### config.mk
export PLATFORM = sky130hd
export DESIGN_NAME = jtag_host
export DESIGN_NICKNAME = d
export VERILOG_FILES = /design/src/rtl/jtag_host_pkg.sv /design/src/rtl/jtag_host_tck_gen.sv /design/src/rtl/jtag_host.sv
export SDC_FILE = /design/constraint.sdc
export NUM_CORES = 1
export LEC_CHECK = 0
export ABC_AREA = 1
export BUFFER_PORTS_ARGS = -buffer_cell sky130_fd_sc_hd__buf_4
export CAP_MARGIN = 10
export CORE_UTILIZATION = 50
export CTS_CLUSTER_DIAMETER = 80
export DETAILED_ROUTE_END_ITERATION = 8
export GPL_TIMING_DRIVEN = 0
export PLACE_DENSITY = 0.82
export SYNTH_ARGS = -nofsm -noshare
export SYNTH_HDL_FRONTEND = slang
export SYNTH_SLANG_ARGS = --single-unit
### constraint.sdc
create_clock -name i_clk -period 6.1 [get_ports i_clk]
set_input_delay 0.61 -clock i_clk [delete_from_list [all_inputs] [get_ports i_clk]]
set_output_delay 0.61 -clock i_clk [all_outputs]
set_load 0.03 [all_outputs]
### src/rtl/jtag_host_pkg.sv
// rtl/jtag_host_pkg.sv - shared opcodes, FSM states and TAP TMS sequences for jtag_host.
package jtag_host_pkg;

   typedef enum logic [1:0] {
      OP_RESET    = 2'b00,
      OP_SHIFT_IR = 2'b01,
      OP_SHIFT_DR = 2'b10,
      OP_IDLE     = 2'b11
   } op_e;

   typedef enum logic [2:0] {
      S_AUTO_TLR,
      S_IDLE,
      S_PRE,
      S_SHIFT,
      S_POST,
      S_RUN,
      S_DONE
   } state_e;

   // TMS sequences are stored LSB first: bit n is the TMS of slot n.
   localparam int         TLR_SLOTS    = 6;
   localparam logic [5:0] TLR_TMS      = 6'b011111;
   localparam int         PRE_IR_SLOTS = 4;
   localparam logic [3:0] PRE_IR_TMS   = 4'b0011;
   localparam int         PRE_DR_SLOTS = 3;
   localparam logic [2:0] PRE_DR_TMS   = 3'b001;
   localparam int         POST_SLOTS   = 2;

endpackage

### src/rtl/jtag_host_tck_gen.sv
// rtl/jtag_host_tck_gen.sv - TCK divider; the first strobe after enable is always a fall strobe.
module jtag_tck_gen #(
   parameter int TCK_HALF = 1
) (
   input  logic i_clk,
   input  logic i_rst,
   input  logic i_en,
   output logic o_tck,
   output logic o_fall_stb,
   output logic o_rise_stb
);
   localparam int CNT_W = (TCK_HALF > 1) ? $clog2(TCK_HALF) : 1;

   logic [CNT_W-1:0] r_cnt;
   logic             r_ph;
   logic             w_tick;

   assign w_tick     = i_en && (r_cnt == '0);
   assign o_fall_stb = w_tick && !r_ph;
   assign o_rise_stb = w_tick && r_ph;

   always_ff @(posedge i_clk or posedge i_rst) begin
      if (i_rst) begin
         r_cnt <= '0;
         r_ph  <= 1'b0;
         o_tck <= 1'b0;
      end else if (!i_en) begin
         r_cnt <= '0;
         r_ph  <= 1'b0;
         o_tck <= 1'b0;
      end else begin
         r_cnt <= (r_cnt == CNT_W'(TCK_HALF - 1)) ? '0 : r_cnt + 1'b1;
         if (w_tick) begin
            o_tck <= r_ph;
            r_ph  <= !r_ph;
         end
      end
   end
endmodule

### src/rtl/jtag_host.sv
// rtl/jtag_host.sv - JTAG initiator: turns reset/shift/idle commands into TCK/TMS/TDI slots.
module jtag_host
   import jtag_host_pkg::*;
#(
   parameter int DATA_W   = 64,
   parameter int LEN_W    = 7,
   parameter int TCK_HALF = 1
) (
   input  logic              i_clk,
   input  logic              i_rst,
   input  logic              i_cmd_valid,
   output logic              o_cmd_ready,
   input  logic [1:0]        i_cmd_op,
   input  logic [LEN_W-1:0]  i_cmd_len,
   input  logic [DATA_W-1:0] i_cmd_data,
   output logic              o_rsp_valid,
   output logic [DATA_W-1:0] o_rsp_data,
   output logic              o_rsp_err,
   output logic              o_tck,
   output logic              o_tms,
   output logic              o_tdi,
   input  logic              i_tdo
);
   localparam int IDX_W = $clog2(DATA_W);

   state_e             r_state;
   op_e                r_op;
   logic [LEN_W-1:0]   r_len;
   logic [DATA_W-1:0]  r_data;
   logic [LEN_W-1:0]   r_slot;
   logic               r_boot;

   logic               w_busy;
   logic               w_fall;
   logic               w_rise;
   logic               w_len_bad;
   logic [LEN_W-1:0]   w_nslots;
   state_e             w_after;
   state_e             w_ns;
   logic [LEN_W-1:0]   w_nslot;
   logic               w_tms;
   logic               w_tdi;

   assign w_busy    = (r_state != S_IDLE) && (r_state != S_DONE);
   assign w_len_bad = (i_cmd_len == '0) || (i_cmd_len > LEN_W'(DATA_W));

   jtag_tck_gen #(.TCK_HALF(TCK_HALF)) u_tck_gen (
      .i_clk      (i_clk),
      .i_rst      (i_rst),
      .i_en       (w_busy),
      .o_tck      (o_tck),
      .o_fall_stb (w_fall),
      .o_rise_stb (w_rise)
   );

   // State changes happen at fall strobes so the next state's first TMS/TDI is set up before its rise.
   always_comb begin
      w_nslots = '0;
      w_after  = S_DONE;
      case (r_state)
         S_AUTO_TLR: begin
            w_nslots = LEN_W'(TLR_SLOTS);
            w_after  = r_boot ? S_IDLE : S_DONE;
         end
         S_PRE: begin
            w_nslots = (r_op == OP_SHIFT_IR) ? LEN_W'(PRE_IR_SLOTS) : LEN_W'(PRE_DR_SLOTS);
            w_after  = S_SHIFT;
         end
         S_SHIFT: begin
            w_nslots = r_len;
            w_after  = S_POST;
         end
         S_POST:  w_nslots = LEN_W'(POST_SLOTS);
         S_RUN:   w_nslots = r_len;
         default: ;
      endcase
      w_ns    = (r_slot == w_nslots) ? w_after : r_state;
      w_nslot = (r_slot == w_nslots) ? '0 : r_slot;
      w_tms   = 1'b0;
      case (w_ns)
         S_AUTO_TLR: w_tms = TLR_TMS[w_nslot[2:0]];
         S_PRE:      w_tms = (r_op == OP_SHIFT_IR) ? PRE_IR_TMS[w_nslot[1:0]] : PRE_DR_TMS[w_nslot[1:0]];
         S_SHIFT:    w_tms = (w_nslot == r_len - LEN_W'(1));
         S_POST:     w_tms = (w_nslot == '0);
         default:    w_tms = 1'b0;
      endcase
      w_tdi = (w_ns == S_SHIFT) ? r_data[w_nslot[IDX_W-1:0]] : 1'b0;
   end

   always_ff @(posedge i_clk or posedge i_rst) begin
      if (i_rst) begin
         r_state     <= S_AUTO_TLR;
         r_op        <= OP_RESET;
         r_len       <= '0;
         r_data      <= '0;
         r_slot      <= '0;
         r_boot      <= 1'b1;
         o_cmd_ready <= 1'b0;
         o_rsp_valid <= 1'b0;
         o_rsp_data  <= '0;
         o_rsp_err   <= 1'b0;
         o_tms       <= 1'b1;
         o_tdi       <= 1'b0;
      end else begin
         o_rsp_valid <= 1'b0;
         case (r_state)
            S_IDLE: begin
               if (i_cmd_valid && o_cmd_ready) begin
                  o_cmd_ready <= 1'b0;
                  r_op        <= op_e'(i_cmd_op);
                  r_len       <= i_cmd_len;
                  r_data      <= i_cmd_data;
                  r_slot      <= '0;
                  r_boot      <= 1'b0;
                  o_rsp_data  <= '0;
                  o_rsp_err   <= 1'b0;
                  case (op_e'(i_cmd_op))
                     OP_RESET: r_state <= S_AUTO_TLR;
                     OP_IDLE: begin
                        if (i_cmd_len == '0) begin
                           r_state     <= S_DONE;
                           o_rsp_valid <= 1'b1;
                        end else begin
                           r_state <= S_RUN;
                        end
                     end
                     default: begin
                        if (w_len_bad) begin
                           r_state     <= S_DONE;
                           o_rsp_valid <= 1'b1;
                           o_rsp_err   <= 1'b1;
                        end else begin
                           r_state <= S_PRE;
                        end
                     end
                  endcase
               end
            end
            S_DONE: begin
               r_state     <= S_IDLE;
               o_cmd_ready <= 1'b1;
            end
            default: begin
               if (w_fall) begin
                  r_state <= w_ns;
                  r_slot  <= w_nslot;
                  o_tms   <= w_tms;
                  o_tdi   <= w_tdi;
                  if (w_ns == S_DONE) o_rsp_valid <= 1'b1;
                  if (w_ns == S_IDLE) o_cmd_ready <= 1'b1;
               end else if (w_rise) begin
                  r_slot <= r_slot + LEN_W'(1);
                  if (r_state == S_SHIFT) o_rsp_data[r_slot[IDX_W-1:0]] <= i_tdo;
               end
            end
         endcase
      end
   end
endmodule

[After elaboration in Yosys (flattened, before gate mapping)]
Memories as Yosys holds them, arrays and structs flattened.
Index checks and enable logic that the tools add are counted.
Word-level totals
  memories kept: 1
  logic and storage cells: 127
  bits in read-only memories: 8
  output and inout port bits: 70
  register bits after elaboration: 156
  input bits: 77
Operators by class
  mux-type cells: 52
  magnitude comparators: 6
  reductions and logical operators: 27
  bitwise operators: 3
  add/sub/neg operators: 3
  eq/ne operators: 20
Memories
  (name not given): words 8, bits a word 1, rd ports 1, clocked after memory_dff 0, write ports 0, line jtag_host.sv:81  | S_AUTO_TLR: w_tms = TLR_TMS[w_nslot[2:0]];
Operators with widths (number)
  $mux 64: 4
  $pmux 64 s2: 1
  $bwmux 64: 1
  $mux 7: 4
  $pmux 7 s4: 1
  $mux 1: 22
  $mux 3: 6
  $eq 3x3->1 const B: 5
  $eq 7x7->1: 2
  $logic_not 7->1: 2
  $lt 6x7->1 const B: 2
  $pmux 7 s2: 1
  $eq 3x2->1 const B: 4
  $pmux 3 s2: 2
  $pmux 3 s3: 1
  $reduce_bool 3->1: 3
  $add 7x1->7 const B: 1
  $gt 7x7->1 const B: 1
  $sub 7x1->7 const B: 1
  $bmux 1 s6: 1
  $demux 1 s6: 1
  $eq 3x1->1 const B: 2
  $ge 6x1->1 const B: 1
  $logic_and 1x1->1: 6
  22 further kinds: 36

[Longest topological paths before layout]
Gate-level depths: netlist of the first run.
  depth in word-level cells: 9
  depth in mapped cells: 22
  gate-level depth less buffers: 21

[By module]
Synthesis of the first run repeated with hierarchy kept, for this count alone.
Second synthesis, totals
  cell total of the unflattened synthesis: 1020
  area total of the unflattened synthesis: 7986.4 um^2
By module, submodules not included
  jtag_host: cells an instance 1013, area an instance 7915.1 um^2, times used 1
  jtag_tck_gen: cells an instance 7, area an instance 71.3 um^2, times used 1

[Worst setup path after synthesis of the first run]
No wires, ideal clock.
  path kind: flip-flop to flip-flop
  start: register r_state[1]
  end: register o_tdi
  cell stages (with the launch flop): 21
  arrival time: 2084 ps
  slack: 3898 ps
  path through: dfrtp_1 -> inv_2 -> nand2_1 -> nand2_1 -> buf_6 -> nand3_1 -> nand2_1 -> nand2_2 -> nor2_4 -> nand3_4 -> o21bai_4 -> buf_6 -> nand2_1 -> nand3_1 -> nand3_1 -> nand3_1 -> nand2_1 -> nand2_1 -> nand3_1 -> nand3_1 -> nand2_1
Between the ends
  cells in the longest elaborated chain, start to end: 8
  elaborated cells on any way between the ends: 25
Ends and longest elaborated chain
  start: declaration: line jtag_host.sv:26  | state_e r_state;
  start signal: assignment: line jtag_host.sv:145  | r_state <= w_ns;
  $eq 3x2->1 or $eq 3x3->1 (tied branches): line jtag_host.sv:60  | case (r_state)
  $reduce_or 2->1 (no line)
  $pmux 7 s4: line jtag_host.sv:60
  $eq 7x7->1: line jtag_host.sv:77, jtag_host.sv:78
  $mux 7: line jtag_host.sv:78  | w_nslot = (r_slot == w_nslots) ? '0 : r_slot;
  $bmux 1 s6: line jtag_host.sv:87  | w_tdi = (w_ns == S_SHIFT) ? r_data[w_nslot[IDX_W-1:0]] : 1'b0;
  $mux 1 (not written as such): line jtag_host.sv:87
  $mux 1: line jtag_host.sv:87
  end signal: assignment: line jtag_host.sv:148  | o_tdi <= w_tdi;
  end: declaration: line jtag_host.sv:21  | output logic o_tdi,
Parallel ways exist; a longest one is shown, timed or not. The select of a mux whose other input is x is not followed.
A chain may end at the register's enable or synchronous reset.

[Final worst setup path of the first run]
  start: register r_state[1]
  end: register r_data[6]
Between the ends
  cells in the longest elaborated chain, start to end: 2
Ends and longest elaborated chain
  $eq 3x1->1: line jtag_host.sv:106  | case (r_state)
  $reduce_and 2->1 (no line)
  end signal: assignment: line jtag_host.sv:112  | r_data <= i_cmd_data;
  end: declaration: line jtag_host.sv:29  | logic [DATA_W-1:0] r_data;
Every way passes these cells.

==> results of run 1 <==
==> metal layers <==
layer,GRT usage,vias to the layer above,part of all wire
met5,0,-,0
met2,0.493,471,0.46
met3,0.0690,78,0.095
met1,0.425,3806,0.41
met4,0.134,0,0.031
li1,-,3762,-
==> state kept, by name, indices dropped and copies added, names as in the netlist <==
name	cells
r_boot	1
o_rsp_valid	1
o_cmd_ready	1
u_tck_gen.r_ph	1
r_state	3
r_op	2
o_rsp_err	1
o_rsp_data	64
u_tck_gen.o_tck	1
o_tms	1
r_slot	7
r_data	64
o_tdi	1
r_len	7
==> cell usage after synthesis <==
cell and instances:
a211oi_1 1, a21oi_1 65, a21oi_2 1, a31oi_1 1
a32o_1 1, and2_1 1, buf_1 2, buf_2 5
buf_4 1, buf_6 5, clkbuf_1 40, clkinv_1 6
dfrtp_1 153, dfstp_2 2, ha_1 4, inv_1 69
inv_2 7, nand2_1 320, nand2_2 6, nand3_1 66
nand3_2 1, nand3_4 1, nand4_1 8, nor2_1 72
nor2_2 3, nor2_4 3, nor2_8 1, nor3_1 8
nor4_1 1, nor4_2 1, o2111ai_1 2, o211ai_1 5
o21ai_0 86, o21ai_1 3, o21ai_2 1, o21bai_4 1
o221ai_1 2, o22ai_1 6, o31ai_1 55, o32ai_1 1
o41ai_1 1, or2_2 1, xnor2_1 2, xor2_1 10
==> stage by stage <==
| stage | instances | area (um2) | worst slack, ps |
|---|---|---|---|
| 2_1_floorplan | 1031 | 8020 | 1320 |
| 5_1_grt | 1424 | 10000 | 2750 |
| 3_5_place_dp | 1391 | 9430 | 2800 |
| 3_3_place_gp | 1388 | 9380 | -358 |
| 4_1_cts | 1422 | 10000 | 2580 |
| 6_report | 1424 | 10000 | 2920 |
==> logic make-up after synthesis <==
kind of cell	share of synthesized area
AO/OA/AOI/OAI	0.171
XOR/XNOR	0.0131
adder cells (fa/ha/maj)	0.00624
buffers and inverters	0.0691
flip-flops	0.484
AND/OR/NAND/NOR	0.257
==> worst min path at each step <==
stage / startpoint / end / slack (ps)
5_1_grt: i_rst / o_rsp_data[53] / 260
3_5_place_dp: r_boot / r_boot / 430
3_3_place_gp: r_boot / r_boot / 430
2_1_floorplan: r_boot / r_boot / 420
6_report: i_rst / o_rsp_data[53] / 220
4_1_cts: i_rst / o_rsp_data[53] / 240
==> worst max-delay path, stage by stage (launching register included) <==
cell	delay [ps]
dfrtp_1	460
inv_2	120
nand2_1	70
nor2_1	330
clkinv_1	360
nor2_1	300
clkbuf_1	630
clkbuf_1	560
nand2_1	130
o21ai_0	120
==> power by group <==
group	leakage, nW	total [mW]	internal, mW	switching [mW]
clock network	0.290	1.09	0.663	0.424
logic	2.77	0.114	0.0492	0.0651
registers	1.98	1.04	1.04	0.00586
total	5.04	2.24	1.75	0.494
==> cell usage in the layout, fill, tap and decap left out, types with 4 or more instances in the layout <==
master / netlist / layout
nand2_1: 320 / 320
dfrtp_1: 153 / 153
buf_4: 1 / 149
o21ai_0: 86 / 86
nor2_1: 72 / 72
inv_1: 69 / 68
nand3_1: 66 / 66
a21oi_1: 65 / 65
o31ai_1: 55 / 55
clkbuf_1: 40 / 42
clkbuf_16: 0 / 17
xor2_1: 10 / 10
nand4_1: 8 / 8
nor3_1: 8 / 8
inv_2: 7 / 7
buf_2: 5 / 6
clkinv_1: 6 / 6
nand2_2: 6 / 6
o22ai_1: 6 / 6
buf_6: 5 / 5
o211ai_1: 5 / 5
ha_1: 4 / 4
==> final cells by class <==
cell class                      instances  area (um2)
Multi-Input combinational cell        741        3590
Tap cell                              211         264
Inverter                               82         313
Clock inverter                         10         141
Buffer                                 53         246
Timing Repair Buffer                  151        1150
Sequential cell                       155        3880
Clock buffer                           21         460
Fill cell                            1368        5390
==> impl_metrics.env, run 1 <==
export IMPL_arrival_ps=3520
export IMPL_clk_pin_slew_ps=60
export IMPL_ant_nets=0
export IMPL_cts_tree="done"
export IMPL_antenna_cells=0
export IMPL_rr_worst_depth=9
export IMPL_syn_to_final_growth_pct=25.2
export IMPL_path_class="reg -> reg"
export IMPL_hold_viol=0
export IMPL_endpoint_kind="register"
export IMPL_gp_congestion=0.903
export IMPL_synth_area_leader_cell="dfrtp_1"
export IMPL_grt_overflow=0
export IMPL_final_util=0.651
export IMPL_initial_core_util=0.520
export IMPL_rsz0062_at_grt="no"
export IMPL_tns_ps=0
export IMPL_fin_nets=1282
export IMPL_vias=8117
export IMPL_wl_um=24900
export IMPL_fin_skew_ps=7.46
export IMPL_fin_crit_sh=0.521
export IMPL_slew_headroom=0.345
export IMPL_die_area_um2=16600
export IMPL_required_ps=6440
export IMPL_maxSlewViolCount=0
export IMPL_p_per_area_nw_per_um2=223
export IMPL_max_freq_ghz=0.315
export IMPL_total_power_mw=2.24
export IMPL_setup_viol=0
export IMPL_critPathLaunch="r_state[1]"
export IMPL_worstPathMaxFanout=10
export IMPL_avgRoutedWirePerCell_um=17.5
export IMPL_endpoint="r_data[6]"
export IMPL_worst_r2r_setup_slack_ps=2920
export IMPL_min_path_type="in -> async"
export IMPL_drc=0
export IMPL_status="finished, final reports clean"
export IMPL_whs_ps=218
export IMPL_synthTopCellsByArea="dfrtp_1 (48%), nand2_1 (15%), o21ai_0 (5.4%), o31ai_1 (5.1%), nand3_1 (4.1%)"
export IMPL_grt_pass1_wl_um=39500
export IMPL_grtUsageTotal=0.315
export IMPL_cts_root_buffer="clkbuf_16"
export IMPL_yosys_warnings=0
export IMPL_syn_nets=1112
export IMPL_startpoint_type="register"
export IMPL_viasPerCell=5.70
export IMPL_cap_violations=0
export IMPL_r2r_end="r_data[6]"
export IMPL_ys_types=44
export IMPL_fin_crit_ps=3180
export IMPL_clock_latency_ps=430
export IMPL_cts_buffers=17
export IMPL_synth_top_area_frac=0.477
export IMPL_h_tree_depth=4
export IMPL_cts_buffer_depth=2
export IMPL_vdd_ir_drop_worst_mv=0.194
export IMPL_rows=45
export IMPL_num_io_pins=147
export IMPL_portBuffers=146
export IMPL_fp_dieW_um=129
export IMPL_syn_area_per_cell_um2=7.78
export IMPL_cts_setup_buffers=0
export IMPL_ys_seq_elements=155
export IMPL_grt_pass1_vias=7674
export IMPL_core_area_um2=15400
export IMPL_cts_hold_buf=0
export IMPL_clock_sinks=155
export IMPL_r2r_start="r_state[1]"
export IMPL_cts_resized=0
export IMPL_syn_area_um2=8020
export IMPL_die_y_um=129
export IMPL_p_leak_nw=5.04
export IMPL_antenna_found_initial=0
export IMPL_syn_inst=1031
export IMPL_hpwl_um=17500
export IMPL_layout_drive_gt1_share=0.182
export IMPL_dr_first_iter_drc_count=1009
export IMPL_yosysSeqAreaShare=0.484
export IMPL_grt_max_degree=102
export IMPL_drt_first_pass_iters=7
export IMPL_tightestPinTransition_ps=975
Note: power is estimated with default switching activity, not from simulation.
==> inputs of run 2 (changes only) <==
--- a/config.mk
+++ b/config.mk
@@ -5,14 +5,14 @@
 export SDC_FILE = /design/constraint.sdc
 export NUM_CORES = 1
 export LEC_CHECK = 0
-export ABC_AREA = 1
+export ABC_AREA = 0
 export BUFFER_PORTS_ARGS = -buffer_cell sky130_fd_sc_hd__buf_4
 export CAP_MARGIN = 10
 export CORE_UTILIZATION = 50
 export CTS_CLUSTER_DIAMETER = 80
 export DETAILED_ROUTE_END_ITERATION = 8
 export GPL_TIMING_DRIVEN = 0
-export PLACE_DENSITY = 0.82
+export PLACE_DENSITY = 0.85
 export SYNTH_ARGS = -nofsm -noshare
 export SYNTH_HDL_FRONTEND = slang
 export SYNTH_SLANG_ARGS = --single-unit
==> constraint.sdc (replaced) <==
create_clock -name i_clk -period 2.85 [get_ports i_clk]
set_input_delay 0.285 -clock i_clk [delete_from_list [all_inputs] [get_ports i_clk]]
set_output_delay 0.285 -clock i_clk [all_outputs]
set_load 0.03 [all_outputs]
==> run 2 against run 1 <==
Effect of this change: first-iteration DRC count down 19%; synthesized cell count shrank 13%; core utilization grew 0.92 points; area after synthesis decreased by 4.0%; register-to-register slack worse by 2900 ps; global-route usage decreased by 0.34 points; sequential power increased by 110%; count of clock-buffer cells in the layout increased by 4; die area fell by 3.9%; setup slack worse by 2900 ps; cell count decreased by 11%; hold slack got worse by 180 ps; critical path type unchanged; largest cell class unchanged.
==> impl_metrics.env, run 2 <==
export IMPL_antenna_found_initial=0
export IMPL_syn_inst=898
export IMPL_status="finished, final reports clean"
export IMPL_required_ps=3180
export IMPL_antenna_cells=0
export IMPL_dp_cells=1232
export IMPL_portBuffers=146
export IMPL_drc=0
export IMPL_yosysSeqAreaShare=0.504
export IMPL_wl_um=24000
export IMPL_worstPathMaxFanout=10
export IMPL_setup_viol=0
export IMPL_tns_ps=0
export IMPL_ant_nets=0
export IMPL_synth_top_area_frac=0.497
export IMPL_rsz0062_at_grt="yes"
export IMPL_yosys_warnings=0
export IMPL_cts_buffers=17
export IMPL_startpoint_type="register"
export IMPL_num_io_pins=147
export IMPL_yosysMostFrequentCell="nand2_1"
export IMPL_synth_edf_count=0
export IMPL_busiest_layer="met2"
export IMPL_hpwl_um=16500
export IMPL_whs_ps=34.3
export IMPL_cap_violations=0
export IMPL_vdd_ir_drop_worst_mv=0.474
export IMPL_hold_viol=0
export IMPL_grt_pass1_wl_um=38100
export IMPL_fin_nets=1146
export IMPL_maxSlewViolCount=0
export IMPL_syn_area_per_cell_um2=8.58
export IMPL_die_area_um2=15900
export IMPL_cts_buffer_depth=2
export IMPL_rows=44
export IMPL_syn_area_um2=7700
export IMPL_cts_setup_buffers=0
export IMPL_ys_flop_type="dfrtp_1"
export IMPL_grtUsageTotal=0.312
export IMPL_final_cell_mix="nand2_1 (254), dfrtp_1 (153), buf_4 (147), o21ai_0 (142), a21oi_1 (70)"
export IMPL_clock_sinks=155
export IMPL_gp_congestion=0.921
export IMPL_arrival_ps=3110
export IMPL_path_class="reg -> reg"
export IMPL_max_freq_ghz=0.360
export IMPL_fin_crit_ps=2780
export IMPL_p_per_area_nw_per_um2=470
export IMPL_grt_pass1_vias=7477
export IMPL_final_common_cell="nand2_1"
export IMPL_drt_first_pass_iters=6
export IMPL_slew_headroom=0.269
export IMPL_fin_skew_ps=18.0
export IMPL_initial_core_util=0.522
export IMPL_p_leak_nw=4.67
export IMPL_cts_tree="done"
export IMPL_grtUsageMet3=0.0714
export IMPL_ys_types=63
export IMPL_grt_use_met2=0.500
export IMPL_grt_max_degree=44
export IMPL_syn_to_final_growth_pct=26.4
export IMPL_synthTopCellsByArea="dfrtp_1 (50%), nand2_1 (12%), o21ai_0 (9.3%), a21oi_1 (4.5%), clkbuf_1 (2.6%)"
export IMPL_synth_area_leader_cell="dfrtp_1"
export IMPL_final_cells=1262
export IMPL_fin_crit_sh=0.976
export IMPL_dr_first_iter_drc_count=813
export IMPL_avgRoutedWirePerCell_um=19.0
export IMPL_clock_latency_ps=440
export IMPL_tightestPinTransition_ps=1090
export IMPL_cts_root_buffer="clkbuf_16"
export IMPL_top_regs="o_rsp_data: 64 flops, r_data: 64 flops"
export IMPL_endpoint_kind="register"
export IMPL_fp_dieW_um=126
export IMPL_grt_overflow=0
export IMPL_viasPerCell=6.03
export IMPL_synth_async_reset_ratio=1.00
export IMPL_synthTopCellsByCount="nand2_1 (254), dfrtp_1 (153), o21ai_0 (143)"
export IMPL_grtUsageMet1=0.399
export IMPL_clk_pin_slew_ps=60
export IMPL_die_y_um=126
export IMPL_syn_nets=979
export IMPL_min_path_type="in -> reg"
export IMPL_core_area_um2=14800
export IMPL_ys_seq_elements=155
export IMPL_layout_drive_gt1_share=0.210
export IMPL_h_tree_depth=4
export IMPL_vias=7608
-- run 2: cell types whose count changed in the layout (fill, tap and decap cells not counted), moves of 39 or more --
cell / before / now
nand2_1: 320 / 254
inv_1: 68 / 11
nand3_1: 66 / 10
o21ai_0: 86 / 142
o31ai_1: 55 / 6
nor2_1: 72 / 33
-- run 2: cell families after synthesis --
family                   synth area share
AO/OA/AOI/OAI                       0.199
multiplexers                       0.0427
flip-flops                          0.504
adder cells (fa/ha/maj)           0.00650
buffers and inverters              0.0403
XOR/XNOR                           0.0125
AND/OR/NAND/NOR                     0.195
-- run 2: worst max-delay path: stages, from the launching register on --
cell	delay [ps]
dfrtp_1	620
buf_2	390
clkbuf_2	340
and3_1	210
clkbuf_1	410
nand2_1	390
o21ai_0	310
-- run 2: final timing paths --
kind,startpoint,to,slack (ps),cells after the start
worst max-delay path,r_slot[1],o_rsp_data[54],70,6
worst min-delay path,i_cmd_data[46],r_data[46],30,3
worst max register to register,r_slot[1],o_rsp_data[54],70,6
worst min register to register,r_data[15],r_data[15],470,2
max in group asynchronous,i_rst,o_rsp_data[14],1560,5
min in group asynchronous,i_rst,r_len[5],460,3
-- run 2: power breakdown --
part	switching (mW)	internal [mW]	leakage, nW
combinational	0.0712	0.0821	2.28
sequential	0	2.20	2.12
clock	0.891	1.33	0.271
total	0.963	3.62	4.67
-- run 2: per-stage QoR --
| stage | cell area [um2] | util | total power, mW | worst slack (ps) |
|---|---|---|---|---|
| global route | 9740 | 0.660 | 4.68 | 6.09 |
| detailed placement | 9120 | 0.618 | 2.40 | -290 |
| CTS | 9710 | 0.658 | 4.58 | 5.07 |
| floorplan | 7710 | - | 2.28 | 405 |
| finish | 9740 | 0.660 | 4.58 | 68.7 |
| global placement | 9030 | 0.612 | 2.38 | -528 |
-- run 2: timing repair --
item | in CTS | in global routing
resized for setup | 8 | 14
endpoints found under the hold margin | 19 | 0
hold buffers | 1 | 0
endpoints found under the setup margin | 54 | 67
-- run 2: area by class of cell --
class / count / area [um2]
tap: 184 / 230
inverter: 12 / 48.8
timing repair buffer: 151 / 1190
multi-input combinational: 666 / 3560
fill: 1191 / 5010
clock inverter: 7 / 93.8
buffer: 62 / 267
clock buffer: 25 / 475
sequential: 155 / 3880
-- run 2: per-layer routing --
layer,up-vias,share of wire
met2,490,0.47
met3,75,0.093
met4,0,0.038
met5,-,0
li1,3438,-
met1,3605,0.40
==> inputs of run 3 (changes only) <==
--- a/config.mk
+++ b/config.mk
@@ -5,7 +5,7 @@
 export SDC_FILE = /design/constraint.sdc
 export NUM_CORES = 1
 export LEC_CHECK = 0
-export ABC_AREA = 0
+export ABC_AREA = 1
 export BUFFER_PORTS_ARGS = -buffer_cell sky130_fd_sc_hd__buf_4
 export CAP_MARGIN = 10
 export CORE_UTILIZATION = 50
==> run 3 against run 2 <==
Effect of this change: power fell by 0.77%; register-to-register slack improved by 160 ps; final area rose by 3.4%; clock power fell by 8%; non-clock buffer count fell by 6; combinational power rose by 63%; sequential power barely moved; global-route usage fell by 0.11 points; maximum frequency rose by 6.1%; core utilization fell by 0.71 points.
==> impl_metrics.env, run 3 (same netlist as run 1, synthesis figures left out) <==
export IMPL_status="finished, final reports clean"
export IMPL_hpwl_um=17700
export IMPL_portBuffers=146
export IMPL_rr_worst_depth=16
export IMPL_top_regs="o_rsp_data: 64 flops, r_data: 64 flops"
export IMPL_gp_congestion=0.898
export IMPL_rows=45
export IMPL_path_common_cell="nand3_1"
export IMPL_die_area_um2=16600
export IMPL_endpoint_kind="register"
export IMPL_startpoint_type="register"
export IMPL_num_io_pins=147
export IMPL_fp_dieW_um=129
export IMPL_viasPerCell=5.74
export IMPL_final_common_cell="nand2_1"
export IMPL_hold_viol=0
export IMPL_worst_r2r_setup_slack_ps=230
export IMPL_fin_crit_ps=2620
export IMPL_final_area_um2=10100
export IMPL_fillers=1361
export IMPL_dr_first_iter_drc_count=810
export IMPL_final_cells=1425
export IMPL_clk_pin_slew_ps=60
export IMPL_max_freq_ghz=0.381
export IMPL_vias=8185
export IMPL_cts_buffers=17
export IMPL_fin_nets=1285
export IMPL_worstPathMaxFanout=10
export IMPL_avgRoutedWirePerCell_um=17.4
export IMPL_arrival_ps=2980
export IMPL_layout_drive_gt1_share=0.196
export IMPL_whs_ps=3.44
export IMPL_die_y_um=129
export IMPL_drt_first_pass_iters=5
export IMPL_grtUsageTotal=0.311
export IMPL_p_leak_nw=5.07
export IMPL_setup_viol=0
export IMPL_final_util=0.653
export IMPL_crit_chain="buf_2 > nor2_2 > nand3_1 > nand3_1 > nand2_1 > and2_1 > nand2_2 > buf_6 > nor2_4 > nor2_2 > inv_2 > nor2_1 > inv_2 > nor4_4 > nand3_1 > nand2_1"
export IMPL_slowest_stage="dfrtp_1"
export IMPL_grt_pass1_vias=7742
export IMPL_grt_max_degree=46
export IMPL_grt_overflow=0
export IMPL_multi_input_area_um2=3630
export IMPL_tightestPinTransition_ps=834
export IMPL_grt_pass1_wl_um=39100
export IMPL_r2r_end="o_tdi"
export IMPL_drc=0
export IMPL_vdd_ir_drop_worst_mv=0.484
export IMPL_fin_skew_ps=9.25
export IMPL_area_sequential_um2=3880
export IMPL_clock_latency_ps=430
export IMPL_min_path_type="in -> async"
export IMPL_cts_hold_buf=0
export IMPL_p_per_area_nw_per_um2=451
export IMPL_fin_crit_sh=0.920
export IMPL_ant_nets=0
export IMPL_r2r_start="r_state[2]"
export IMPL_slew_headroom=0.442
export IMPL_final_cell_mix="nand2_1 (319), buf_4 (153), dfrtp_1 (151), o21ai_0 (86), nor2_1 (70)"
export IMPL_slowest_delay_ps=360
export IMPL_rsz0062_at_grt="no"
export IMPL_dp_cells=1394
export IMPL_maxSlewViolCount=0
export IMPL_antenna_found_initial=0
export IMPL_place_area_um2=9470
export IMPL_initial_core_util=0.520
export IMPL_cts_tree="done"
export IMPL_core_area_um2=15400
export IMPL_cts_root_buffer="clkbuf_16"
export IMPL_total_power_mw=4.54
export IMPL_required_ps=3210
export IMPL_clock_sinks=155
export IMPL_h_tree_depth=4
export IMPL_path_class="reg -> reg"
export IMPL_cap_violations=0
export IMPL_antenna_cells=0
export IMPL_cts_buffer_depth=2
export IMPL_syn_to_final_growth_pct=25.6
export IMPL_wl_um=24800
-- run 3: critical path: cells and delay by family (launching register included) --
family,cells,cell delay (ps)
DFF,1,360
and+or+nand+nor,12,1720
buffers and inverters,4,480
-- run 3: cell type report --
| cell class | count | share of cell area |
|---|---|---|
| Tap cell | 211 | 0.0262 |
| Inverter | 82 | 0.0309 |
| Clock buffer | 22 | 0.0481 |
| Buffer | 50 | 0.0247 |
| Sequential cell | 155 | 0.385 |
| Timing Repair Buffer | 157 | 0.120 |
| Clock inverter | 7 | 0.00422 |
| Multi-Input combinational cell | 741 | 0.360 |
-- run 3: where the power goes --
part | switching (mW) | internal (mW)
Sequential | 0.0124 | 2.22
Combinational | 0.139 | 0.110
Clock | 0.878 | 1.19
Total | 1.03 | 3.51
-- run 3: worst max path at each step --
stage                     from             end  slack, ps  depth (start not counted)
finish              r_state[2]           o_tdi        230                         16
global route        r_state[1]           o_tdi         20                         21
CTS                  r_slot[0]  o_rsp_data[52]          6                          4
detailed placement  r_state[1]        r_len[1]       -170                          8
global placement     r_slot[1]  o_rsp_data[58]       -640                          8
floorplan                i_rst     o_cmd_ready        610                          1
-- run 3: layer usage --
metal  part of all wire  GRT usage  routed length (um)
met1               0.40      0.413               10000
met4              0.033      0.145                 826
met2               0.46      0.484               11500
met3               0.10     0.0728                2470
met5                  0          0                   0
-- run 3: repair_timing --
item,in CTS,in global routing
gates resized for setup,3,19
setup buffers,0,4
pin swaps,0,2
endpoints found under the setup margin,46,106
-- run 3: stage by stage --
stage | setup slack (ps) | TNS, ps
final | 228 | 0
after global routing | 19.7 | 0
after CTS | 5.70 | 0
after detailed placement | -170 | -3230
after global placement | -642 | -57690
after floorplan | 608 | 0
